## config.mk

```make
export PLATFORM = sky130hd
export DESIGN_NAME = piso_bit_serializer
export DESIGN_NICKNAME = d
export VERILOG_FILES = /design/src/rtl/piso_pkg.sv /design/src/rtl/piso_hold_buf.sv /design/src/rtl/piso_bit_serializer.sv
export SDC_FILE = /design/constraint.sdc
export NUM_CORES = 1
export LEC_CHECK = 0
export ABC_AREA = 1
export CAP_MARGIN = 20
export CORE_MARGIN = 2
export CORE_UTILIZATION = 39
export CTS_BUF_LIST = sky130_fd_sc_hd__clkbuf_4 sky130_fd_sc_hd__clkbuf_8 sky130_fd_sc_hd__clkbuf_16
export CTS_CLUSTER_SIZE = 24
export DETAILED_ROUTE_END_ITERATION = 8
export PLACE_DENSITY_LB_ADDON = 0.08
export REMOVE_ABC_BUFFERS = 1
export SYNTH_ARGS = -nofsm -noshare
export SYNTH_HDL_FRONTEND = slang
export SYNTH_HIERARCHICAL = 1
export SYNTH_SLANG_ARGS = --single-unit
```

## constraint.sdc

```tcl
create_clock -name clock -period 2.6 [get_ports clock]
set_input_delay 0.26 -clock clock [delete_from_list [all_inputs] [get_ports clock]]
set_output_delay 0.26 -clock clock [all_outputs]
set_load 0.02 [all_outputs]
```

## src/rtl/piso_pkg.sv

```systemverilog
// piso_pkg: state type and frame sizing shared by piso_bit_serializer.
// Defining PISO_BIT_SERIALIZER_PARITY_EN adds an even-parity bit to every frame.
package piso_pkg;
    typedef enum logic {IDLE, SHIFT} state_t;
    function automatic int frame_len(input int width);
`ifdef PISO_BIT_SERIALIZER_PARITY_EN
        return width + 1;
`else
        return width;
`endif
    endfunction
    function automatic int cnt_w(input int width);
        return $clog2(width + 1);
    endfunction
endpackage

```

## src/rtl/piso_hold_buf.sv

```systemverilog
// piso_hold_buf: single-entry holding register that lets a word wait behind the shifting one.
module piso_hold_buf #(
    parameter int WIDTH = 8
) (
    input  logic             clock,
    input  logic             reset,
    input  logic             wr,
    input  logic             rd,
    input  logic [WIDTH-1:0] data,
    output logic [WIDTH-1:0] q,
    output logic             hold_full
);
    always_ff @(posedge clock or negedge reset) begin
        if (!reset) begin
            q         <= '0;
            hold_full <= 1'b0;
        end else begin
            if (wr) q <= data;
            hold_full <= wr ? 1'b1 : rd ? 1'b0 : hold_full;
        end
    end
endmodule

```

## src/rtl/piso_bit_serializer.sv

```systemverilog
// piso_bit_serializer: double-buffered parallel-in serial-out stage feeding the 1101 detector.
// Defining PISO_BIT_SERIALIZER_PARITY_EN appends an even-parity bit to each frame.
module piso_bit_serializer
    import piso_pkg::*;
#(
    parameter int WIDTH     = 8,
    parameter bit MSB_FIRST = 1'b1
) (
    input  logic             clock,
    input  logic             reset,
    input  logic [WIDTH-1:0] load_data,
    input  logic             load_valid,
    output logic             load_ready,
    output logic             dout,
    output logic             dout_valid,
    output logic             frame_last,
    output logic             busy
);
    localparam int FRAME_LEN = frame_len(WIDTH);
    localparam int CNT_W = cnt_w(WIDTH);
    localparam logic [CNT_W-1:0] LAST = CNT_W'(FRAME_LEN - 1);

    state_t           state;
    logic [CNT_W-1:0] bit_cnt;
    logic [WIDTH-1:0] shift, hold_q, new_word;
    logic             hold_full, accept, last, hold_wr, hold_rd, reload, data_bit, out_bit;

    assign load_ready = !hold_full;
    assign accept     = load_valid && load_ready;
    assign last       = state == SHIFT && bit_cnt == LAST;
    assign hold_wr    = accept && state == SHIFT && !last;
    assign hold_rd    = last && hold_full;
    // A waiting word always wins at the frame boundary; otherwise a same-cycle accept bypasses hold.
    assign reload     = (state == IDLE && accept) || (last && (hold_full || accept));
    assign new_word   = hold_full ? hold_q : load_data;
    assign data_bit   = MSB_FIRST ? shift[WIDTH-1] : shift[0];

    piso_hold_buf #(.WIDTH(WIDTH)) u_hold (
        .clock     (clock),
        .reset     (reset),
        .wr        (hold_wr),
        .rd        (hold_rd),
        .data      (load_data),
        .q         (hold_q),
        .hold_full (hold_full)
    );

`ifdef PISO_BIT_SERIALIZER_PARITY_EN
    logic parity;
    always_ff @(posedge clock or negedge reset) begin
        if (!reset) parity <= 1'b0;
        else if (reload) parity <= ^new_word;
    end
    assign out_bit = bit_cnt == LAST ? parity : data_bit;
`else
    assign out_bit = data_bit;
`endif

    always_ff @(posedge clock or negedge reset) begin
        if (!reset) begin
            state   <= IDLE;
            bit_cnt <= '0;
            shift   <= '0;
        end else if (reload) begin
            state   <= SHIFT;
            bit_cnt <= '0;
            shift   <= new_word;
        end else if (state == SHIFT) begin
            state   <= last ? IDLE : SHIFT;
            bit_cnt <= last ? '0 : bit_cnt + 1'b1;
            shift   <= MSB_FIRST ? shift << 1 : shift >> 1;
        end
    end

    assign dout_valid = state == SHIFT;
    assign dout       = dout_valid && out_bit;
    assign frame_last = last;
    assign busy       = state == SHIFT || hold_full;
endmodule
```

==> results.yml <==
global_routing:
  grt_util_met1: 0.201
  busiest_layer: "met2"
  use_met3: 0.0320
  met2_usage: 0.218
  gr-usage-all-layers: 0.144
  grt_pass1_vias: 863
  gr-total-overflow: 0
  antenna_found_initial: 0
  grt_start_max_net_pins: 23
  grt_pass1_wl_mm: 3.99
job:
  maxCapViolations: 0
floorplan:
  die_area_um2: 3670
  initial_core_util: 0.409
  die_h_um: 60.6
  io_pins: 16
  core-area_um2: 3050
  rows: 20
  fp.dieW_um: 60.6
drt:
  ant_nets: 0
  drt_pass1_iterations: 4
  wl_per_cell_um: 9.74
  first_iter_violations: 32
  drcViolationCount: 0
  route.vias.total: 973
  totalWireLength_mm: 2.23
  vias_per_cell: 4.25
yosys:
  yosysSeqAreaShare: 0.440
  synth_top_area_cell: "dfrtp_1"
  synth_top_area_frac: 0.440
  synth_cells: 171
  synth.distinct_cells: 19
  synth_area_um2: 1250
  syn_avg_cell_area_um2: 7.31
  synth-seq-cells: 22
  synth_top_cells_by_area: "dfrtp_1 44%, nand2_1 24%, inv_1 8.1%"
  synth-warning-count: 6
timing:
  hold_viol: 0
  hold_ws_ns: 0.277
  period_share: 0.793
  worst_pin_slew_ns: 0.470
  drv_slew: 0
  rsz0062_at_grt: "no"
  fmaxAchievable_mhz: 485
  tns_ns: 0
  fin_worst_skew_ns: 0.00260
  max_slew_margin: 0.687
  period_needed_ns: 2.06
  finalSetupViolCount: 0
clock_tree:
  cts.sinks: 22
  clockBufferDepth: 2
  cts_buffers: 3
  cts_tree: "built"
  worstSkewPairLatency_ns: 0.31
  htreeDepth: 1
  clk_pin_slew_ns: 0.12
  cts_resized: 0
  root_buffer: "clkbuf_4"
  cts.hold.buffers_added: 0
  post_cts_buffers: 0
critical_path:
  critical_path_class: "flop to output pin"
  start_kind: "flop"
  end_kind: "output pin"
  worstSetupStartpoint: "bit_cnt[0]"
  arrival_ns: 1.80
  worstPathRequired_ns: 2.34
  r2r_start: "bit_cnt[0]"
  critPathMaxFanout: 4
placement:
  hpwl_mm: 1.66
  place_congestion: 0.790
  portBuffers: 15
  placed_cell_area_um2: 1410
hold_path:
  hold_class: "input port to async pin"
cells_and_area:
  drive_above_1_share: 0.0811
  fin_nets: 199
  final_area_um2: 1430
  antennaDiodeCount: 0
  area_delta_synth_final_pct: 14.6
pwr:
  pwr-share-comb: 0.501
  p_int_uw: 869
  power_frac_seq: 0.399
  power_density_nw_per_um2: 1100
  p_sw_frac: 0.448
  power.leakage_nw: 0.800
  finalPower_mw: 1.57
  vdd_ir_drop_max_mv: 0.411
  clockPowerShare: 0.100
  p_switching_uw: 704
status:
  outcome: "finished, final reports clean"
==> cell families (layout without fill, tap and decap cells) <==
kind of cell,Yosys count,in the layout,synth area share
simple gates,106,106,0.374
buf+inv,35,49,0.139
flops,22,22,0.440
compound gates,6,6,0.0280
fa+ha+maj,1,1,0.0100
mux,1,1,0.00801
==> routing by layer <==
metal  share of wire  up-vias
met1            0.52      418
li1                -      538
met4           0.014        0
met5               0        -
met3           0.031        5
met2            0.44       12
==> worst max-delay path, stage by stage (launching register included) <==
cell,delay [ns]
dfrtp_1,0.42
ha_1,0.21
nand3_1,0.14
nor2_1,0.11
clkdlybuf4s50_1,0.61
==> synthesized netlist by cell type <==
| cell | instances |
|---|---|
| inv_6 | 1 |
| o21ai_0 | 3 |
| o22ai_1 | 1 |
| nor2_1 | 4 |
| a21oi_1 | 1 |
| a21oi_2 | 1 |
| or2_2 | 1 |
| buf_6 | 4 |
| inv_1 | 27 |
| inv_2 | 1 |
| ha_1 | 1 |
| nand2_4 | 1 |
| buf_4 | 2 |
| nand3_1 | 16 |
| nand2_1 | 79 |
| nand2_8 | 2 |
| mux2i_1 | 1 |
| nand2_2 | 3 |
| dfrtp_1 | 22 |
==> state kept, by name, summed over array words and instances, names as in the netlist <==
register,flops
bit_cnt,4
dout_valid,1
shift,8
u_hold/hold_full,1
u_hold/q,8
==> layout by cell type, fill, tap and decap left out, types with 2 or more instances in the layout <==
cell type	netlist	routed
nand2_1	79	79
inv_1	27	27
dfrtp_1	22	22
nand3_1	16	16
clkdlybuf4s50_1	0	15
nor2_1	4	4
nand2_2	3	3
o21ai_0	3	3
clkbuf_4	0	3
nand2_8	2	2
buf_4	2	2
==> cell type report <==
class / instances / area (um2)
fill: 329 / 1620
sequential: 22 / 551
multi-input combinational: 114 / 526
timing repair buffer: 17 / 165
inverter: 29 / 114
tap: 44 / 55.1
clock buffer: 3 / 22.5
==> worst paths after layout <==
check | end | slack [ns] | cells past startpoint
setup / recovery | frame_last | 0.54 | 4
hold / removal | bit_cnt[3] | 0.28 | 2
setup reg to reg | u_hold/q[1] | 0.89 | 8
hold reg to reg | u_hold/q[0] | 0.48 | 2
max in group asynchronous | u_hold/q[7] | 2.10 | 2
min in group clock | u_hold/q[0] | 0.48 | 2
==> through the flow <==
stage               utilization  setup WS (ns)  cells
global route              0.469          0.434    229
CTS                       0.469          0.529    229
floorplan                     -          0.910    165
global placement          0.462          0.914    226
finish                    0.469          0.539    229
detailed placement        0.462          0.893    226
==> power groups by stage <==
stage	registers, mW	logic [mW]	clock network (mW)
final	0.627	0.787	0.158
after global routing	0.652	0.918	0.182
after CTS	0.628	0.801	0.164
after detailed placement	0.635	0.800	0
after global placement	0.635	0.790	0
after floorplan	0.614	0.596	0
No activity file was read; power rests on OpenSTA's default activity.
==> RTL edit: new RTL, config.mk and constraints unchanged <==
Add a define of `PISO_BIT_SERIALIZER_PARITY_EN`.
--- a/src/rtl/piso_pkg.sv
+++ b/src/rtl/piso_pkg.sv
@@ -2,2 +2,4 @@
 // Defining PISO_BIT_SERIALIZER_PARITY_EN adds an even-parity bit to every frame.
+`define PISO_BIT_SERIALIZER_PARITY_EN
+
 package piso_pkg;
Check against the original RTL: not equivalent (Yosys sat finds a counterexample within 10 cycles, from zero or initial values and one cycle with reset low).
==> RTL edit against the unedited design <==
Largest cell class is now multi-input gates; sequential cell count is 1 higher; sequential share of layout area is 4.6 points lower; global-route usage is 2.2 points higher; design area is 19% higher; critical path type unchanged; synthesized area is 20% higher; first-iteration DRC count is 120% higher; critical path depth is 3 higher; synthesized cell count is 35% higher; worst hold slack better by 0.064 ns; count of clock-buffer cells in the layout stayed put; routed wire length is 34% higher; clock power is 46% higher; worst setup slack worse by 0.14 ns; largest power group unchanged; total power is 37% higher.
==> RTL edit: results <==
group,metric,value,unit
run_status,status,"complete, no violations",
clocking,insertion_delay,0.27,ns
routing,vias_per_cell,4.352,
global_route,track_usage,16.58,%
placed_design,dp_hpwl,2296,um
placed_design,place.gp.congestion,0.7306,
final_layout,drive_above_1_share,8.980,%
pwr,p_leak,0.0009492,uW
global_route,grt_pass1_vias,1215,
placed_design,dpl_cell_area,1657,um^2
routing,drt-wirelength-per-cell,10.22,um
pwr,ir_worst_vdd,450.6,uV
clocking,clk_pin_slew,0.09,ns
global_route,grt_max_degree,24,
routing,drtIter0Drc,70,
clocking,cts-root-buf,"clkbuf_8",
final_layout,final_nets,259,
global_route,grt_pass1_wl,5595,um
sta,slew_headroom,52.42,%
yosys,synth-seq-area-share,38.46,%
critical_path,cp.arrival,1.94,ns
critical_path,rr_worst_depth,6,
sta,finalClockSkew,0.01083,ns
yosys,synthTopCellsByArea,"dfrtp_1, nand2_1, inv_1",
yosys,ys_top_cells_by_count,"nand2_1, inv_1, dfrtp_1, o21ai_1, nand3_1",
yosys,synth_cell_types,22,
pwr,p_sw_share,48.69,%
placed_design,dp_slack,0.6875,ns
## RTL edit: cell families after synthesis
kind of cell             Yosys count  synth area share [%]
buffers and inverters             38                 12.88
flip-flops                        23                 38.46
adder cells (fa/ha/maj)            2                 1.672
AO/OA/AOI/OAI                     20                 7.776
AND/OR/NAND/NOR                  147                 39.21
## RTL edit: worst paths after layout
kind,start,end,slack (ns)
worst min-delay path,reset,bit_cnt[2],0.34
max in group asynchronous,reset,u_hold/q[4],2.02
worst max register to register,u_hold/hold_full,u_hold/q[7],0.71
worst max-delay path,bit_cnt[0],dout,0.40
worst min register to register,shift[2],shift[2],0.49
min in group clock,shift[2],shift[2],0.49
## RTL edit: power by group through the flow
stage               clock (uW)  combinational, uW  sequential (uW)
floorplan                    0                958              657
global placement             0               1250              686
detailed placement           0               1260              685
CTS                        237               1260              678
global route               255               1470              704
finish                     230               1240              676
## RTL edit: worst max-delay path: cells and delay by family, from the launching register on
family	cells	cell delay, ns
AND/OR/NAND/NOR	4	0.40
buffers and inverters	2	0.71
adder cells (fa/ha/maj)	1	0.17
flip-flops	1	0.39
## RTL edit: layer usage
metal / track usage [%] / vias to the layer above / part of all wire, %
met3: 2.215 / 2 / 2.9
li1: - / 723 / -
met2: 25.25 / 16 / 42
met1: 23.88 / 534 / 54
met4: 6.122 / 0 / 0.83
met5: 0 / - / 0
## RTL edit: final cells by class
class	count	area, um^2
Inverter	32	127.6
Fill cell	403	1986
Tap cell	48	60.06
Clock buffer	3	41.29
Timing Repair Buffer	17	165.2
Multi-Input combinational cell	169	728.2
Clock inverter	1	5.005
Sequential cell	23	575.6
## RTL edit: through the flow
step	cells	total power [uW]
after floorplan	224	1615
after global placement	289	1934
after detailed placement	289	1943
after CTS	293	2176
after global routing	293	2434
final	293	2150
